===== src/rtl/vsfx_pkg.sv =====
// Shared definitions for the VSFX issue controller: opcodes, FSM encoding,
// CR6 encodings, the FIFO entry layout and small decode helpers.
package vsfx_pkg;

    localparam logic [7:0] OP_VADDSWS  = 8'h70;
    localparam logic [7:0] OP_VSUBUBM  = 8'h80;
    localparam logic [7:0] OP_VAVGSH   = 8'hA9;
    localparam logic [7:0] OP_VCMPEQUH = 8'h0B;
    localparam logic [7:0] OP_VSLB     = 8'h22;

    localparam logic [1:0] ST_IDLE = 2'd0;
    localparam logic [1:0] ST_EXEC = 2'd1;
    localparam logic [1:0] ST_WB   = 2'd2;

    localparam logic [3:0] CR6_ALL  = 4'b1000;
    localparam logic [3:0] CR6_NONE = 4'b0010;

    typedef struct packed {
        logic [7:0]   ins;
        logic [127:0] vra;
        logic [127:0] vrb;
        logic [4:0]   tag;
    } vsfx_entry_t;

    function automatic logic is_legal(input logic [7:0] op);
        logic ok;
        case (op)
            OP_VADDSWS, OP_VSUBUBM, OP_VAVGSH, OP_VCMPEQUH, OP_VSLB: ok = 1'b1;
            default: ok = 1'b0;
        endcase
        return ok;
    endfunction

    function automatic logic [3:0] cr6_of(input logic [127:0] v);
        logic [3:0] c;
        if (&v) begin
            c = CR6_ALL;
        end else if (~|v) begin
            c = CR6_NONE;
        end else begin
            c = 4'b0000;
        end
        return c;
    endfunction

endpackage


===== src/rtl/vsfx_issue_fifo.sv =====
// Instruction buffer for the VSFX issue controller: DEPTH entries with
// wrapping pointers (extra MSB distinguishes full from empty).
module vsfx_issue_fifo
    import vsfx_pkg::*;
#(
    parameter int DEPTH = 4
)(
    input  logic        clk,
    input  logic        rst_n,
    input  logic        clr,
    input  logic        push,
    input  logic        pop,
    input  vsfx_entry_t wr_data,
    output vsfx_entry_t rd_data,
    output logic        full,
    output logic        empty
);

    localparam int AW = $clog2(DEPTH);

    vsfx_entry_t    mem_r [DEPTH];
    logic [AW:0]    wr_ptr_r;
    logic [AW:0]    rd_ptr_r;
    logic           do_push_s;
    logic           do_pop_s;

    assign full      = (wr_ptr_r[AW] != rd_ptr_r[AW]) && (wr_ptr_r[AW-1:0] == rd_ptr_r[AW-1:0]);
    assign empty     = (wr_ptr_r == rd_ptr_r);
    assign do_push_s = push && !full && !clr;
    assign do_pop_s  = pop && !empty && !clr;
    assign rd_data   = mem_r[rd_ptr_r[AW-1:0]];

    // Pointer update; clear discards every queued entry.
    always_ff @(posedge clk or negedge rst_n) begin
        if (!rst_n) begin
            wr_ptr_r <= '0;
            rd_ptr_r <= '0;
        end else if (clr) begin
            wr_ptr_r <= '0;
            rd_ptr_r <= '0;
        end else begin
            if (do_push_s) begin
                wr_ptr_r <= wr_ptr_r + (AW+1)'(1);
            end
            if (do_pop_s) begin
                rd_ptr_r <= rd_ptr_r + (AW+1)'(1);
            end
        end
    end

    // Entry storage.
    always_ff @(posedge clk or negedge rst_n) begin
        if (!rst_n) begin
            for (int i = 0; i < DEPTH; i++) begin
                mem_r[i] <= '0;
            end
        end else if (do_push_s) begin
            mem_r[wr_ptr_r[AW-1:0]] <= wr_data;
        end
    end

endmodule


===== src/rtl/vsfx_issue_ctrl.sv =====
// VSFX issue controller: queues vector instructions, rejects illegal opcodes,
// issues one op at a time to the datapath and returns results on a
// backpressured writeback port with sticky SAT and CR6 generation.
module vsfx_issue_ctrl
    import vsfx_pkg::*;
#(
    parameter int DEPTH  = 4,
    parameter int DP_LAT = 1
)(
    input  logic         clk,
    input  logic         rst_n,
    input  logic         flush,
    input  logic         in_valid,
    output logic         in_ready,
    input  logic [7:0]   in_ins,
    input  logic [127:0] in_vra,
    input  logic [127:0] in_vrb,
    input  logic [4:0]   in_tag,
    output logic         dp_en,
    output logic [7:0]   dp_ins,
    output logic [127:0] dp_vra,
    output logic [127:0] dp_vrb,
    input  logic [127:0] dp_vrt,
    input  logic         dp_sat,
    input  logic         dp_vrt_en,
    output logic         wb_valid,
    input  logic         wb_ready,
    output logic [4:0]   wb_tag,
    output logic [127:0] wb_data,
    output logic [3:0]   wb_cr6,
    output logic         wb_cr6_we,
    output logic         sat_sticky,
    input  logic         sat_clr,
    output logic         illegal,
    output logic         proto_err,
    output logic         busy
);

    localparam int CNT_W = $clog2(DP_LAT + 1);

    logic [1:0]       state_r;
    logic [1:0]       state_nxt_s;
    logic [CNT_W-1:0] cnt_r;

    vsfx_entry_t      in_entry_s;
    vsfx_entry_t      head_s;
    logic             fifo_full_s;
    logic             fifo_empty_s;
    logic             fifo_push_s;
    logic             in_ready_s;

    logic             take_s;
    logic             issue_s;
    logic             reject_s;
    logic             capture_s;
    logic             hs_s;
    logic             sat_set_s;

    logic             dp_en_r;
    logic [7:0]       dp_ins_r;
    logic [127:0]     dp_vra_r;
    logic [127:0]     dp_vrb_r;
    logic [4:0]       tag_r;

    logic             wb_valid_r;
    logic [4:0]       wb_tag_r;
    logic [127:0]     wb_data_r;
    logic [3:0]       wb_cr6_r;
    logic             wb_cr6_we_r;
    logic             sat_sticky_r;
    logic             illegal_r;
    logic             proto_err_r;

    assign in_entry_s  = '{ins: in_ins, vra: in_vra, vrb: in_vrb, tag: in_tag};
    assign in_ready_s  = rst_n && !fifo_full_s && !flush;
    assign fifo_push_s = in_valid && in_ready_s;

    vsfx_issue_fifo #(
        .DEPTH (DEPTH)
    ) u_fifo (
        .clk     (clk),
        .rst_n   (rst_n),
        .clr     (flush),
        .push    (fifo_push_s),
        .pop     (take_s),
        .wr_data (in_entry_s),
        .rd_data (head_s),
        .full    (fifo_full_s),
        .empty   (fifo_empty_s)
    );

    // The head may leave the FIFO from IDLE or straight out of a WB handshake.
    assign take_s    = !flush && !fifo_empty_s &&
                       ((state_r == ST_IDLE) || ((state_r == ST_WB) && wb_ready));
    assign issue_s   = take_s && is_legal(head_s.ins);
    assign reject_s  = take_s && !is_legal(head_s.ins);
    assign capture_s = !flush && (state_r == ST_EXEC) && (cnt_r == '0);
    assign hs_s      = !flush && (state_r == ST_WB) && wb_ready;
    assign sat_set_s = capture_s && (dp_ins_r == OP_VADDSWS) && dp_sat;

    // Next-state selection; flush overrides every transition.
    always_comb begin
        state_nxt_s = state_r;
        case (state_r)
            ST_IDLE: begin
                if (issue_s) begin
                    state_nxt_s = ST_EXEC;
                end else begin
                    state_nxt_s = ST_IDLE;
                end
            end
            ST_EXEC: begin
                if (cnt_r == '0) begin
                    state_nxt_s = ST_WB;
                end else begin
                    state_nxt_s = ST_EXEC;
                end
            end
            ST_WB: begin
                if (wb_ready) begin
                    state_nxt_s = issue_s ? ST_EXEC : ST_IDLE;
                end else begin
                    state_nxt_s = ST_WB;
                end
            end
            default: state_nxt_s = ST_IDLE;
        endcase
        if (flush) begin
            state_nxt_s = ST_IDLE;
        end else begin
            state_nxt_s = state_nxt_s;
        end
    end

    // FSM state and datapath latency counter.
    always_ff @(posedge clk or negedge rst_n) begin
        if (!rst_n) begin
            state_r <= ST_IDLE;
            cnt_r   <= '0;
        end else begin
            state_r <= state_nxt_s;
            if (issue_s) begin
                cnt_r <= CNT_W'(DP_LAT);
            end else if ((state_r == ST_EXEC) && (cnt_r != '0)) begin
                cnt_r <= cnt_r - CNT_W'(1);
            end
        end
    end

    // Datapath operand registers; held from one issue to the next.
    always_ff @(posedge clk or negedge rst_n) begin
        if (!rst_n) begin
            dp_en_r  <= 1'b0;
            dp_ins_r <= 8'h00;
            dp_vra_r <= '0;
            dp_vrb_r <= '0;
            tag_r    <= 5'd0;
        end else if (flush) begin
            dp_en_r  <= 1'b0;
        end else begin
            dp_en_r <= issue_s;
            if (issue_s) begin
                dp_ins_r <= head_s.ins;
                dp_vra_r <= head_s.vra;
                dp_vrb_r <= head_s.vrb;
                tag_r    <= head_s.tag;
            end
        end
    end

    // Writeback register set; stays frozen while the consumer stalls.
    always_ff @(posedge clk or negedge rst_n) begin
        if (!rst_n) begin
            wb_valid_r  <= 1'b0;
            wb_tag_r    <= 5'd0;
            wb_data_r   <= '0;
            wb_cr6_r    <= 4'b0000;
            wb_cr6_we_r <= 1'b0;
        end else if (flush) begin
            wb_valid_r  <= 1'b0;
        end else if (capture_s) begin
            wb_valid_r  <= 1'b1;
            wb_tag_r    <= tag_r;
            wb_data_r   <= dp_vrt;
            wb_cr6_we_r <= (dp_ins_r == OP_VCMPEQUH);
            wb_cr6_r    <= (dp_ins_r == OP_VCMPEQUH) ? cr6_of(dp_vrt) : 4'b0000;
        end else if (hs_s) begin
            wb_valid_r  <= 1'b0;
        end
    end

    // Status flags: illegal pulse, sticky protocol error, sticky SAT (set beats clear).
    always_ff @(posedge clk or negedge rst_n) begin
        if (!rst_n) begin
            illegal_r    <= 1'b0;
            proto_err_r  <= 1'b0;
            sat_sticky_r <= 1'b0;
        end else begin
            illegal_r <= reject_s;
            if (capture_s && !dp_vrt_en) begin
                proto_err_r <= 1'b1;
            end
            if (sat_set_s) begin
                sat_sticky_r <= 1'b1;
            end else if (sat_clr) begin
                sat_sticky_r <= 1'b0;
            end
        end
    end

    assign in_ready   = in_ready_s;
    assign dp_en      = dp_en_r;
    assign dp_ins     = dp_ins_r;
    assign dp_vra     = dp_vra_r;
    assign dp_vrb     = dp_vrb_r;
    assign wb_valid   = wb_valid_r;
    assign wb_tag     = wb_tag_r;
    assign wb_data    = wb_data_r;
    assign wb_cr6     = wb_cr6_r;
    assign wb_cr6_we  = wb_cr6_we_r;
    assign sat_sticky = sat_sticky_r;
    assign illegal    = illegal_r;
    assign proto_err  = proto_err_r;
    assign busy       = (state_r != ST_IDLE) || !fifo_empty_s;

endmodule


===== config.mk =====
export PLATFORM = sky130hd
export DESIGN_NAME = vsfx_issue_ctrl
export DESIGN_NICKNAME = d
export VERILOG_FILES = /design/src/rtl/vsfx_pkg.sv /design/src/rtl/vsfx_issue_fifo.sv /design/src/rtl/vsfx_issue_ctrl.sv
export SDC_FILE = /design/constraint.sdc
export NUM_CORES = 2
export LEC_CHECK = 0
export CAP_MARGIN = 20
export CELL_PAD_IN_SITES_DETAIL_PLACEMENT = 1
export CELL_PAD_IN_SITES_GLOBAL_PLACEMENT = 1
export CORE_MARGIN = 5
export CORE_UTILIZATION = 51
export CTS_CLUSTER_SIZE = 24
export DETAILED_ROUTE_END_ITERATION = 6
export PLACE_DENSITY = 0.94
export SYNTH_ARGS = -nofsm -noshare
export SYNTH_HDL_FRONTEND = slang
export SYNTH_SLANG_ARGS = --single-unit

===== constraint.sdc =====
create_clock -name clk -period 6.85 [get_ports clk]
set_input_delay 1.37 -clock clk [delete_from_list [all_inputs] [get_ports clk]]
set_output_delay 1.37 -clock clk [all_outputs]
set_load 0.005 [all_outputs]

Word-level counts from Yosys, hierarchy flattened:

Cells that the tools add are included.

* latch bits: 0
* ROM bits: 0
* register bits: 1497
* bits in writable memories: 0
* logic and storage cells: 123
* memories: 0

* reductions and logical operators: 41
* div/mod/pow operators: 0
* muxes and demuxes: 27
* multipliers: 0
* bitwise operators: 4
* add/sub/neg operators: 3
* equal/unequal tests: 12
* magnitude comparators: 3
* shift operators: 0

Operators with widths (number)
* bitwise mux 1076 bit: 1
* 2-to-1 mux 269 bit: 3
* binary-select mux 269 bit (select 2 bit): 1
* demux 269 bit (select 2 bit): 1
* AND reduction 128 bit: 1
* OR reduction 128 bit: 1
* logical AND 1 bit: 22
* == test 8 x 4 -> 1 bit (second input constant): 2
* == test 8 x 7 -> 1 bit (second input constant): 2
* == test 8 bit (second input constant): 2
* 2-to-1 mux 3 bit: 4
* 2-to-1 mux 1 bit: 10
* nonzero test 2 bit: 5
* == test 8 x 6 -> 1 bit (second input constant): 1
* 2-to-1 mux 2 bit: 4
* 2-to-1 mux 4 bit: 2
* adder 3 x 1 -> 3 bit (second input constant): 2
* greater-or-equal comparator 3 bit (second input constant): 2
* NOT 2 -> 3 bit: 2
* case mux 2 bit (3 select lines): 1
* logical NOT 1 bit: 5
* OR reduction 5 bit: 1
* AND reduction 2 bit: 2
* == test 3 bit: 1
* 10 further kinds: 12

Longest topological paths before layout:

* word-level depth: 12
* mapped depth: 9
* depth with buffers taken out: 5

Modules after synthesis:

Synthesis repeated with hierarchy kept, for this count alone.

* cell total of the unflattened synthesis: 3666
* area, all modules: 62770.2 um^2

By module, submodules not included
* vsfx_issue_fifo: area an instance 46776.1 um^2, sequential area each 27076.0 um^2, times used 1, cells each 2668
* vsfx_issue_ctrl: area an instance 15994.1 um^2, sequential area each 10334.9 um^2, times used 1, cells each 998

Worst setup path before layout:

OpenSTA, ideal clock, no wires.

* kind: in2reg
* start: in rst_n
* end: reg u_fifo.mem_r[807] in the netlist's numbering
* stages on the path: 7
* arrival time: 3.017 ns
* setup slack: 3.708 ns
* cells stage by stage: nor2b_1 > o311a_1 > clkbuf_1 > nand2_1 > buf_1 > buf_1 > mux2_2

* longest elaborated chain between the ends: 5

RTL lines
* start, declared: line vsfx_issue_ctrl.sv:11 `input logic rst_n,`
* logical AND 1 bit (2 in series): line vsfx_issue_ctrl.sv:75 `assign in_ready_s = rst_n && !fifo_full_s && !flush;`
* logical AND 1 bit: line vsfx_issue_ctrl.sv:76 `assign fifo_push_s = in_valid && in_ready_s;`
* logical AND 1 bit (2 in series): line vsfx_issue_fifo.sv:29 `assign do_push_s = push && !full && !clr;`
* end signal, assigned by index: line vsfx_issue_fifo.sv:58 `mem_r[wr_ptr_r[AW-1:0]] <= wr_data;`
* end, declared: line vsfx_issue_fifo.sv:21 `vsfx_entry_t mem_r [DEPTH];`

No other way between the ends.
A chain may end at the register's enable or synchronous reset.

Worst setup path in the final report:

* start: reg u_fifo.rd_ptr_r[1]
* end: out in_ready

* longest elaborated chain between the ends: 5

RTL lines
* start, declared: line vsfx_issue_fifo.sv:23 `logic [AW:0] rd_ptr_r;`
* start signal, assigned: line vsfx_issue_fifo.sv:46 `rd_ptr_r <= rd_ptr_r + (AW+1)'(1);`
* == test 2 bit: line vsfx_issue_fifo.sv:27 `assign full = (wr_ptr_r[AW] != rd_ptr_r[AW]) && (wr_ptr_r[AW-1:0] == rd_ptr_r[AW-1:0]);`
* logical AND 1 bit: line vsfx_issue_fifo.sv:27
* logical NOT 1 bit: line vsfx_issue_ctrl.sv:75
* logical AND 1 bit (2 in series): line vsfx_issue_ctrl.sv:75
* end, declared: line vsfx_issue_ctrl.sv:14 `output logic in_ready,`

No other way between the ends.

==> reports/metrics.csv <==
stage,metric,value,unit
logic_synthesis,synth_mux_area_share,36.50,%
clock_tree,clkTransAtPathRegs,70,ps
logic_synthesis,synth_xor_area_share,0.08449,%
hold_path,hp-class,flop to flop,
die,initial_utilization,51.17,%
clock_tree,post_cts_buffers,0,
clock_tree,clock-root-buffer,clkbuf_16,
place,port-buffer-count,811,
logic_synthesis,synthArstFlopShare,100.0,%
worst_setup_path,cp_num_buf_inv,2,
clock_tree,hold_buffers,0,
die,die_h,359.2,µm
timing,slew_headroom,25.69,%
logic_synthesis,synth_fa_ha_area_share,0.1006,%
die,num_rows,128,
timing,rsz0062_at_grt,no,
flow_run,max_cap_viol_count,0,
place,dpl.hpwl,135900,µm
clock_tree,cts_tree,yes,
timing,fmax,0.1990,GHz
die,io_pins,814,
worst_setup_path,critPathKind,flop to output pin,
die,core,0.1216,mm²
clock_tree,cts.sinks,1495,
clock_tree,ctsResizeCount,0,
logic_synthesis,synth_ff_type,dfrtp_1,
clock_tree,cts_htree_levels,4,
detailed_routing,initialDrtViolationCount,3017,
timing,min_period,5026,ps
timing,setup_viol,0,
detailed_routing,vias_per_cell,6.244,
global_routing,grt_antenna_before_repair,80,
logic_synthesis,synth-edff-count,0,
clock_tree,clk_latency,810,ps
die,fp.dieW,359.2,µm
logic_synthesis,avgSynthCellArea,17.11,µm²
logic_synthesis,yosys_warnings,0,
detailed_routing,vias,39004,
worst_setup_path,cp_top_family,buffers and inverters,
timing,worst_pin_slew,1115,ps
logic_synthesis,yosysUniqueCellTypes,44,
layout,regArea,0.03742,mm²
worst_setup_path,critPathLaunchType,flop,
layout,fin_cells,6247,
worst_setup_path,critPathMaxFanout,110,
worst_setup_path,slowest_stage,dfrtp_4,
logic_synthesis,ys_seq_area_share,60.15,%
power,power.leakage,34.89,nW
timing,fin_worst_skew,47.82,ps
detailed_routing,first_pass_iters,5,
power,power.density,373.5,mW/mm²
die,die_area,0.1290,mm²
worst_setup_path,critPathArrivalTime,3660,ps
layout,multi_input_area,0.02381,mm²
logic_synthesis,synthCells,3636,
layout,nNetsFinal,4846,
worst_setup_path,crit_chain,buf_12 -> xor2_1 -> nor2_1 -> a21boi_0 -> clkdlybuf4s50_1,
layout,fillers,10314,
outcome,status,completed,
logic_synthesis,synth_top_family_by_area,multiplexers,
global_routing,track_usage,34.86,%
detailed_routing,drc,0,
layout,drive_gt1_share,43.28,%
power,irDropWorstVdd,0.4145,mV
worst_setup_path,critPathCaptureType,output pin,
clock_tree,numCtsBuffers,155,
timing,hold_ws,494.8,ps
detailed_routing,postRouteAntennaNets,0,
logic_synthesis,synth-compound-area-share,0.2595,%
timing,layout_setup_ws,1824,ps
global_routing,grt_remaining_overflow,0,
global_routing,grt_max_degree,177,
worst_setup_path,required,5480,ps
global_routing,grt_first_pass_wirelength,333200,µm
timing,period_share,73.37,%
worst_setup_path,critical-path-max-stage-delay,650,ps
detailed_routing,routed_wl,228900,µm
timing,setup_tns,0,ps
clock_tree,cts_max_path_buffers,3,
place,place_ws,2074,ps
logic_synthesis,synthesis.area,0.06220,mm²
detailed_routing,wl_per_cell,36.64,µm
place,gp_congestion,0.9633,
logic_synthesis,synth-simple-area-share,1.263,%
place,dp.cells,5901,
global_routing,grt_pass1_vias,45015,
layout,area_growth,24.54,%
timing,hold_viol,0,
logic_synthesis,ys_seq_elements,1495,
timing,drv_slew,0,
cell usage after synthesis, drive strengths merged (2+ instances only):
library cell	n	area share, %
or4	3	0.036
a21boi	2	0.024
clkbuf	174	1.1
nand3b	2	0.024
nor2	10	0.060
nor2b	2	0.020
xor2	5	0.070
dfrtp	1495	60
a21oi	3	0.024
mux2	1478	27
o311a	2	0.032
nor4b	2	0.028
o31ai	3	0.036
o21ai	4	0.032
nand2	15	0.091
nor4	40	0.40
buf	51	0.57
and4b	2	0.032
mux4	269	9.7
nand4	45	0.45
ha	5	0.10
o21a	2	0.024
nor3	3	0.024
inv	3	0.018
nand2b	2	0.020
through the flow:
step                area (µm²)  total power, mW  utilization, %
floorplan                62200            15.85               -
global placement         72070            18.99           59.29
detailed placement       72070            19.69           59.29
CTS                      77190            28.92           63.50
global route             77430            29.83           63.70
finish                   77460            28.93           63.73
power breakdown:
part / internal (mW) / total (mW) / leakage, nW / switching [mW]
clock network: 4.94 / 8.74 / 2.51 / 3.80
registers: 10.8 / 12.4 / 19.5 / 1.60
logic: 4.45 / 7.80 / 12.9 / 3.35
state kept, by name (all words and copies together), names as in the netlist, 2 cells and up:
register / count
u_fifo.wr_ptr_r: 3
dp_vrb: 128
wb_cr6: 2
wb_tag: 5
dp_vra: 128
dp_ins: 8
wb_data: 128
u_fifo.mem_r: 1076
u_fifo.rd_ptr_r: 3
state_r: 2
tag_r: 5
per-layer routing:
metal | vias up | GRT usage [%] | wire, µm
met5 | - | 0 | 157
met4 | 22 | 23.15 | 17700
met3 | 711 | 8.600 | 14610
met2 | 1767 | 60.94 | 120000
met1 | 21246 | 37.60 | 76350
li1 | 15258 | - | -
worst reg2reg max path, delay by kind of cell, from the launching register on:
kind	cells	cell delay (ps)
buffers and inverters	3	1380
and+or+nand+nor	1	580
DFF	1	650
muxes	2	1030
AOI/OAI and AO/OA	2	560
kinds of logic (layout without fill, tap and decap cells):
| kind of cell | count (synthesis) | count (layout) |
|---|---|---|
| muxes | 1747 | 1747 |
| other | 1 | 77 |
| and+or+nand+nor | 132 | 132 |
| buffers and inverters | 228 | 1138 |
| DFF | 1495 | 1495 |
| xor gates and xnor gates | 6 | 6 |
| adders and majority gates | 5 | 5 |
| AOI/OAI and AO/OA | 22 | 22 |
worst paths after layout:
path,end,from,slack [ps],cells after the start
worst min-delay path,dp_vra[117],dp_vra[117],490,1
max in group asynchronous,u_fifo.mem_r[1035],rst_n,3470,4
min in group asynchronous,dp_vra[52],rst_n,530,1
worst max register to register,dp_vra[3],u_fifo.rd_ptr_r[1],2500,8
worst min register to register,dp_vra[117],dp_vra[117],490,1
worst max-delay path,in_ready,u_fifo.rd_ptr_r[1],1820,5
cell type report:
cell class              count  area share (%)
diodes                     75          0.2423
clock inverters            32          0.5847
clock buffers             236           6.026
repair buffers            867           11.46
well taps                1625           2.625
flip-flops and latches   1495           48.30
multi-input cells        1914           30.74
inverters                   3         0.01454
cell usage in the layout, fill, tap and decap left out, types with 3 or more instances in the layout:
master	n
dfrtp_1	1493
mux2_2	1402
clkdlybuf4s50_1	810
mux4_2	269
clkbuf_16	159
mux2_1	76
diode_2	75
nand4_1	45
nor4_1	40
clkbuf_8	40
clkbuf_1	37
buf_4	32
buf_12	21
clkinv_2	12
nand2_1	11
nor2_1	10
bufinv_16	6
xor2_1	5
ha_1	5
o21ai_0	4
nand2_4	4
inv_6	4
buf_16	4
inv_1	3
nor3_1	3
or4_1	3
a21oi_1	3
o31ai_1	3
clkinv_16	3
clkinvlp_4	3
(Power assumes the default switching activity.)
